[config.mk]
export PLATFORM = sky130hd
export DESIGN_NAME = vedic_mult_pipe
export DESIGN_NICKNAME = d
export VERILOG_FILES = /design/src/rtl/vedic_mult_pipe.sv
export SDC_FILE = /design/constraint.sdc
export NUM_CORES = 1
export LEC_CHECK = 0
export ABC_CLOCK_PERIOD_IN_PS = 13700
export BUFFER_PORTS_ARGS = -buffer_cell sky130_fd_sc_hd__buf_4
export CAP_MARGIN = 20
export CORE_AREA = 8 8 196 198
export CTS_CLUSTER_SIZE = 25
export DETAILED_ROUTE_END_ITERATION = 8
export DIE_AREA = 0 0 204 206
export PLACE_DENSITY = 0.72
export SYNTH_ARGS = -nofsm -noshare
export SYNTH_HDL_FRONTEND = slang
export SYNTH_SLANG_ARGS = --single-unit
[constraint.sdc]
create_clock -name clk -period 13.7 [get_ports clk]
set_clock_uncertainty 0.2 [all_clocks]
set_input_delay 0.685 -clock clk [delete_from_list [all_inputs] [get_ports clk]]
set_output_delay 0.685 -clock clk [all_outputs]
set_load 0.1 [all_outputs]
[src/rtl/vedic_mult_pipe.sv]
// rtl/vedic_mult_pipe.sv - pipelined recursive Vedic (Urdhva-Tiryagbhyam) multiplier with valid/ready flow control
// Sign-magnitude wrapper around an unsigned recursive core; one register stage per level above 2x2.

module vedic_leaf2 (
  input  logic [1:0] a,
  input  logic [1:0] b,
  output logic [3:0] p
);
  logic cross_a;
  logic cross_b;
  logic high;
  logic carry;

  assign cross_a = a[1] & b[0];
  assign cross_b = a[0] & b[1];
  assign high    = a[1] & b[1];
  assign carry   = cross_a & cross_b;

  assign p[0] = a[0] & b[0];
  assign p[1] = cross_a ^ cross_b;
  assign p[2] = high ^ carry;
  assign p[3] = high & carry;
endmodule

module vedic_node #(
  parameter int S = 4
) (
  input  logic           clk,
  input  logic           en,
  input  logic [S-1:0]   a,
  input  logic [S-1:0]   b,
  output logic [2*S-1:0] p
);
  localparam int H = S / 2;

  logic [S-1:0]   p_ll;
  logic [S-1:0]   p_hl;
  logic [S-1:0]   p_lh;
  logic [S-1:0]   p_hh;
  logic [2*S-1:0] sum;

  if (H == 2) begin : g_leaf
    vedic_leaf2 u_ll (.a(a[H-1:0]), .b(b[H-1:0]), .p(p_ll));
    vedic_leaf2 u_hl (.a(a[S-1:H]), .b(b[H-1:0]), .p(p_hl));
    vedic_leaf2 u_lh (.a(a[H-1:0]), .b(b[S-1:H]), .p(p_lh));
    vedic_leaf2 u_hh (.a(a[S-1:H]), .b(b[S-1:H]), .p(p_hh));
  end else begin : g_sub
    vedic_node #(.S(H)) u_ll (.clk(clk), .en(en), .a(a[H-1:0]), .b(b[H-1:0]), .p(p_ll));
    vedic_node #(.S(H)) u_hl (.clk(clk), .en(en), .a(a[S-1:H]), .b(b[H-1:0]), .p(p_hl));
    vedic_node #(.S(H)) u_lh (.clk(clk), .en(en), .a(a[H-1:0]), .b(b[S-1:H]), .p(p_lh));
    vedic_node #(.S(H)) u_hh (.clk(clk), .en(en), .a(a[S-1:H]), .b(b[S-1:H]), .p(p_hh));
  end

  // vertical terms concatenate, the two crosswise terms land at the half-width offset
  assign sum = {p_hh, p_ll}
             + {{H{1'b0}}, p_hl, {H{1'b0}}}
             + {{H{1'b0}}, p_lh, {H{1'b0}}};

  always_ff @(posedge clk) begin
    if (en) begin
      p <= sum;
    end
  end
endmodule

module vedic_mult_pipe #(
  parameter int WIDTH = 16,
  parameter int TAG_W = 4
) (
  input  logic               clk,
  input  logic               rst,
  input  logic               in_valid,
  output logic               in_ready,
  input  logic [WIDTH-1:0]   in_a,
  input  logic [WIDTH-1:0]   in_b,
  input  logic               in_signed,
  input  logic [TAG_W-1:0]   in_tag,
  output logic               out_valid,
  input  logic               out_ready,
  output logic [2*WIDTH-1:0] out_p,
  output logic [TAG_W-1:0]   out_tag
);
  localparam int LAT = $clog2(WIDTH) - 1;
  localparam int H   = WIDTH / 2;

  if (WIDTH != 4 && WIDTH != 8 && WIDTH != 16 && WIDTH != 32) begin : g_bad_width
    $error("vedic_mult_pipe: WIDTH must be 4, 8, 16 or 32");
  end

  logic               advance;
  logic [WIDTH-1:0]   mag_a;
  logic [WIDTH-1:0]   mag_b;
  logic               in_neg;
  logic [WIDTH-1:0]   p_ll;
  logic [WIDTH-1:0]   p_hl;
  logic [WIDTH-1:0]   p_lh;
  logic [WIDTH-1:0]   p_hh;
  logic               last_vld;
  logic               last_neg;
  logic [TAG_W-1:0]   last_tag;
  logic [2*WIDTH-1:0] mag_p;
  logic [2*WIDTH-1:0] fin_p;
  logic               vld_q;
  logic [2*WIDTH-1:0] p_q;
  logic [TAG_W-1:0]   tag_q;

  assign advance  = !vld_q || out_ready;
  assign in_ready = advance;

  // -2^(WIDTH-1) negates to itself, which read as unsigned is exactly its magnitude
  assign mag_a  = (in_signed && in_a[WIDTH-1]) ? -in_a : in_a;
  assign mag_b  = (in_signed && in_b[WIDTH-1]) ? -in_b : in_b;
  assign in_neg = in_signed & (in_a[WIDTH-1] ^ in_b[WIDTH-1]);

  if (H == 2) begin : g_leaf
    vedic_leaf2 u_ll (.a(mag_a[H-1:0]),     .b(mag_b[H-1:0]),     .p(p_ll));
    vedic_leaf2 u_hl (.a(mag_a[WIDTH-1:H]), .b(mag_b[H-1:0]),     .p(p_hl));
    vedic_leaf2 u_lh (.a(mag_a[H-1:0]),     .b(mag_b[WIDTH-1:H]), .p(p_lh));
    vedic_leaf2 u_hh (.a(mag_a[WIDTH-1:H]), .b(mag_b[WIDTH-1:H]), .p(p_hh));
  end else begin : g_sub
    vedic_node #(.S(H)) u_ll (.clk(clk), .en(advance), .a(mag_a[H-1:0]),     .b(mag_b[H-1:0]),     .p(p_ll));
    vedic_node #(.S(H)) u_hl (.clk(clk), .en(advance), .a(mag_a[WIDTH-1:H]), .b(mag_b[H-1:0]),     .p(p_hl));
    vedic_node #(.S(H)) u_lh (.clk(clk), .en(advance), .a(mag_a[H-1:0]),     .b(mag_b[WIDTH-1:H]), .p(p_lh));
    vedic_node #(.S(H)) u_hh (.clk(clk), .en(advance), .a(mag_a[WIDTH-1:H]), .b(mag_b[WIDTH-1:H]), .p(p_hh));
  end

  // valid, sign and tag ride alongside the sub-product registers of the lower levels
  if (LAT == 1) begin : g_meta_none
    assign last_vld = in_valid;
    assign last_neg = in_neg;
    assign last_tag = in_tag;
  end else begin : g_meta
    logic             vld_s [LAT-1];
    logic             neg_s [LAT-1];
    logic [TAG_W-1:0] tag_s [LAT-1];

    always_ff @(posedge clk) begin
      if (rst) begin
        for (int k = 0; k < LAT - 1; k++) begin
          vld_s[k] <= 1'b0;
        end
      end else if (advance) begin
        vld_s[0] <= in_valid;
        for (int k = 1; k < LAT - 1; k++) begin
          vld_s[k] <= vld_s[k-1];
        end
      end
    end

    always_ff @(posedge clk) begin
      if (advance) begin
        neg_s[0] <= in_neg;
        tag_s[0] <= in_tag;
        for (int k = 1; k < LAT - 1; k++) begin
          neg_s[k] <= neg_s[k-1];
          tag_s[k] <= tag_s[k-1];
        end
      end
    end

    assign last_vld = vld_s[LAT-2];
    assign last_neg = neg_s[LAT-2];
    assign last_tag = tag_s[LAT-2];
  end

  assign mag_p = {p_hh, p_ll}
               + {{H{1'b0}}, p_hl, {H{1'b0}}}
               + {{H{1'b0}}, p_lh, {H{1'b0}}};
  assign fin_p = last_neg ? -mag_p : mag_p;

  always_ff @(posedge clk) begin
    if (rst) begin
      vld_q <= 1'b0;
    end else if (advance) begin
      vld_q <= last_vld;
    end
  end

  always_ff @(posedge clk) begin
    if (advance) begin
      p_q   <= fin_p;
      tag_q <= last_tag;
    end
  end

  assign out_valid = vld_q;
  assign out_p     = (vld_q && !rst) ? p_q : '0;
  assign out_tag   = (vld_q && !rst) ? tag_q : '0;
endmodule

# == Word-level counts from Yosys, hierarchy flattened ==
# Memory sizes are Yosys's and may differ from the RTL's. A register that Yosys moved wholly into a read port is not among the register bits.
# Cells that the tools add are included.
# totals
regBits,224
ramBits,12
output_inout_bits,38
memories,3
# mem_list
name,depth,word_bits,read_ports,rd_clocked_by_memory_dff,wr,line,text
g_meta.tag_s,2,4,2,1,2,135,logic [TAG_W-1:0] tag_s [LAT-1];
g_meta.neg_s,2,1,2,0,2,134,logic neg_s [LAT-1];
g_meta.vld_s,2,1,2,1,2,133,logic vld_s [LAT-1];
# op_classes
addsub,45
muxes,13
bitwise_logic,516
reduce_logical,6
# ops
cell,n
$and 1x1->1,385
$add 8x6->8,32
$xor 1x1->1,129
$add 16x12->16,8
$add 32x24->32,2
$mux 32,2
$mux 16,2
$neg 16->16,2
$neg 32->32,1
$mux 1,8
$mux 4,1
$logic_and 1x1->1,3
$logic_not 1->1,2
$or 1x1->1,2
$logic_or 1x1->1,1

# == Longest topological paths before layout ==
# depth
depth_word,7
ltp_mapped,21

# == By module ==
# Synthesis repeated with hierarchy kept, for this count alone.
# hier_totals
cells_unflattened,1764
area_unflattened_um2,19861.5
# modules_own_cells
module,instances,cells_per_inst,area_per_inst_um2,seq_area_each_um2
vedic_node (g_sub.u_hh.g_sub.u_hh ...),16,35,489.2,240.2
vedic_mult_pipe,1,492,4652.0,1461.4
vedic_node (g_sub.u_hh ...),4,82,1044.8,480.5
vedic_leaf2,64,6,50.0,0.0

# == Worst setup path before layout ==
# Ideal clock, no wire load.
# synth_timing
kind,flip-flop to flip-flop
from,"register vld_q, in the netlist out_valid, read port of g_meta.vld_s"
to,"memory g_meta.neg_s[0][0], enable pin"
arrival_time_ps,5842
setup_slack_ps,5570
path_stages_with_launch,2
period_less_slack_ps,8130
path_cell_list,dfxtp_1 > nand2b_1
# synth_rtl
item,line,text
start: declaration,103,logic vld_q;
end: declaration,134,

# == Worst setup path in the final report ==
# layout_timing
from,input in_b[0]
to,register g_sub.u_lh.g_sub.u_hl.p[7] (data pin)
# layout_via
elab_chain_cells,7
elab_cells_between_ends,36
cone_classes,add/sub: 3; mux: 1; bitwise: 32
# layout_rtl
item,line,text
start: declaration,75,"input logic [WIDTH-1:0] in_b,"
$neg 16->16 (*),112,assign mag_b = (in_signed && in_b[WIDTH-1]) ? -in_b : in_b;
$mux 16 (*),112,
$and 1x1->1 (on tied branches),"14, 15",
$and 1x1->1,17,assign carry = cross_a & cross_b;
$xor 1x1->1 or $and 1x1->1 (tied branches),"21, 22",
$add 8x6->8,56,"+ {{H{1'b0}}, p_hl, {H{1'b0}}}"
$add 8x6->8 (*),57,"+ {{H{1'b0}}, p_lh, {H{1'b0}}};"
via g_sub.u_lh.g_sub.u_hl.sum[7],40,logic [2*S-1:0] sum;
end signal: assignment,61,p <= sum;
end: declaration,32,output logic [2*S-1:0] p
# Mark *: on every way through the listed nets, which the timed path passes. The rest lies on a longest branch.
# A chain may end at the register's enable or synchronous reset.

==> flow_metrics.env <==
export IMPL_synth_edf_count=240
export IMPL_hold_path_startpoint="in_tag[1]"
export IMPL_worst_path_stages=18
export IMPL_avgSynthCellArea_um2=10.6
export IMPL_ant_nets=0
export IMPL_fillers=2878
export IMPL_numCtsBuffers=27
export IMPL_startpoint_type="input port"
export IMPL_cap_violations=0
export IMPL_hold_viol_final=0
export IMPL_path_clk_slew_ns=0.06
export IMPL_highest_layer="met4"
export IMPL_worst_pin_slew_ns=1.14
export IMPL_post_cts_buffers=0
export IMPL_m1WireLength_mm=17.2
export IMPL_netlist_top_cells_area="edfxtp_1 (38%), ha_1 (16%), fa_1 (14%), nor2_1 (5.8%), inv_1 (5.5%)"
export IMPL_first_pass_iters=7
export IMPL_vias=12700
export IMPL_power_density_nw_per_um2=236
export IMPL_worst_ep_arrival_time_ns=5.38
export IMPL_holdCritPathClass="input port to register"
export IMPL_holdPathStages=1
export IMPL_grt_pass1_vias=13100
export IMPL_yosysMostFrequentCell="nor2_1"
export IMPL_p_leak_nw=10.3
export IMPL_rsz0062_at_grt="false"
export IMPL_hold_ws_ns=0.117
export IMPL_async_flop_share_pct=0
export IMPL_rows=69
export IMPL_period_share_pct=38.6
export IMPL_n_antenna_cell=0
export IMPL_path_cells="buf_4 > clkinv_1 > ha_1 > nor3b_1 > nor4bb_1 > nor2_1 > xnor2_1 > buf_4 > nor2_1 > ha_1 > ha_1 > inv_1 > fa_1 > inv_1 > fa_1 > a21o_1 > a21oi_1 > xnor2_1"
export IMPL_worst_r2r_setup_slack_ns=9.33
export IMPL_ys_types=60
export IMPL_wl_met2_mm=18.6
export IMPL_io_pins=79
export IMPL_tritoncts="built"
export IMPL_clockBufferDepth=3
export IMPL_cp_startpoint="in_b[0]"
export IMPL_grt_pass1_wl_mm=63.8
export IMPL_core_um2=35200
export IMPL_routabilityCongestion=0.854
export IMPL_track_usage_pct=18.8
export IMPL_ctsHoldBuffers=0
export IMPL_die_y_um=206
export IMPL_wl_per_cell_um=16.4
export IMPL_crit_path_max_incr_delay_ns=0.65
export IMPL_dieArea_um2=42000
export IMPL_cts_resized=0
export IMPL_yosys_area_top_type="edfxtp_1"
export IMPL_crit_path_max_fanout=17
export IMPL_min_period_ns=5.29
export IMPL_outcome="finished clean"
export IMPL_setup_viol=0
export IMPL_finalNetCount=2315
export IMPL_dpl_hpwl_mm=29.8
export IMPL_via_per_inst=5.32
export IMPL_die_width_um=204
export IMPL_slew_viol_final=0
export IMPL_wl_mm=39.0
export IMPL_yosysSeqAreaShare_pct=37.7
export IMPL_crit_family="adder cells"
export IMPL_drive_gt1_share_pct=9.12
export IMPL_reg2reg_depth=11
export IMPL_fmax_mhz=189
export IMPL_end_kind="register"
export IMPL_drt_initial_drc_count=753
export IMPL_initial_utilization_pct=54.5
export IMPL_wl_met3_mm=2.16
export IMPL_synth_top_area_share_pct=37.6
export IMPL_ys_ff_latch=241
export IMPL_setup_tns_ns=0
export IMPL_critPathRequiredTime_ns=13.80
export IMPL_grt_max_degree=138
export IMPL_syn_inst=1811
export IMPL_cts_root_buf="clkbuf_16"
export IMPL_crit_slowest_cell="xnor2_1"
export IMPL_crit_path_frequent_cell="ha_1"
export IMPL_worstSkewPairLatency_ns=0.54
export IMPL_critPathBufInv=5
export IMPL_clock_sink_count=241
export IMPL_syn2layout_area_growth_pct=11.1
export IMPL_ir_drop_v=0.000147
export IMPL_io_buffer_count=78
export IMPL_route_detailed_drc=0
export IMPL_ys_top_cells_by_count="nor2_1 (296), inv_1 (279), ha_1 (243)"
export IMPL_synthFlopType="edfxtp_1"
export IMPL_antenna_found_initial=0
export IMPL_ys_warn_count=0
export IMPL_reg2reg_from="g_sub.u_ll.p[9]"
export IMPL_htreeDepth=1
export IMPL_synth_nets=2228
export IMPL_criticalPathCategory="input port to register"
export IMPL_syn_area_um2=19200
export IMPL_relSlewSlack_pct=24.2
export IMPL_overflow=0
## sequential cells by signal (all words and copies together) (netlist names), 16 cells and up
register	flops
g_sub.u_ll.p	16
g_sub.u_hl.p	16
p_q	32
g_sub.u_lh.p	16
g_sub.u_hh.p	16
## through the flow
step	worst slack, ns	power (W)	instance area (um2)	std cells	util (%)
floorplan	5.57	0.00361	19200	1811	-
global placement	8.00	0.00421	20400	2330	58.0
detailed placement	7.86	0.00431	20400	2330	58.0
CTS	8.45	0.00507	21300	2380	60.5
global route	8.06	0.00547	21300	2380	60.5
finish	8.41	0.00504	21300	2380	60.5
## routing by layer
metal / track usage [%] / up-vias
li1: - / 6210
met1: 23.9 / 6052
met2: 33.0 / 319
met3: 2.60 / 74
met4: 5.99 / 0
met5: 0 / -
## report_power, final
group | internal, W | switching, W | total (W) | leakage [nW]
clock network | 0.000435 | 0.000289 | 0.000724 | 0.442
logic | 0.00119 | 0.00169 | 0.00288 | 7.22
registers | 0.00128 | 0.000148 | 0.00143 | 2.63
total | 0.00290 | 0.00213 | 0.00504 | 10.3
## worst register-to-register path, delay by kind of cell, from the launching register on
family / cells / cell delay (ns)
xor+xnor: 2 / 0.30
flops: 1 / 0.42
simple gates: 2 / 0.65
compound gates: 4 / 1.39
fa+ha+maj: 3 / 1.15
## final cells by class
type | instances | area (um2) | share of cell area (%)
sequential | 241 | 7230 | 33.9
clock inverter | 17 | 176 | 0.827
multi-input combinational | 1242 | 10800 | 50.5
timing repair buffer | 105 | 801 | 3.75
inverter | 281 | 1050 | 4.95
clock buffer | 33 | 728 | 3.41
tap | 461 | 577 | 2.70
## cell usage in the layout (no fill, tap or decap), types with 6 or more instances in the layout
cell	synthesis	layout
a21boi_0	12	12
nand3_1	16	16
or2_2	14	14
nand2b_1	8	7
or3_1	6	6
o21a_1	8	8
inv_1	279	279
and2_1	43	43
fa_1	133	133
nor2b_1	8	7
a21o_1	41	41
clkbuf_16	0	27
edfxtp_1	240	240
buf_4	0	104
nor2_1	296	296
ha_1	243	243
nand2_1	54	54
o31ai_1	11	11
o21ai_0	41	41
o211ai_1	6	6
and4_1	7	7
xnor2_1	112	110
nor4_1	6	6
nor3_1	6	6
a21oi_1	69	69
xor2_1	32	31
## cell families (layout without fill, tap and decap cells)
kind of cell	after synthesis	after routing	share of synthesized area (%)
fa+ha+maj	376	376	29.7
compound gates	228	228	7.77
buf+inv	328	436	6.42
xor+xnor	144	144	6.57
mux	5	5	0.267
simple gates	489	489	11.6
flops	241	241	37.7
## worst paths after layout
check,to
setup / recovery,g_sub.u_lh.g_sub.u_hl.p[7]
hold / removal,g_meta.tag_s[0][1]
setup reg to reg,p_q[31]
hold reg to reg,g_meta.tag_s[1][3]
No activity file was read; power rests on OpenSTA's default activity.
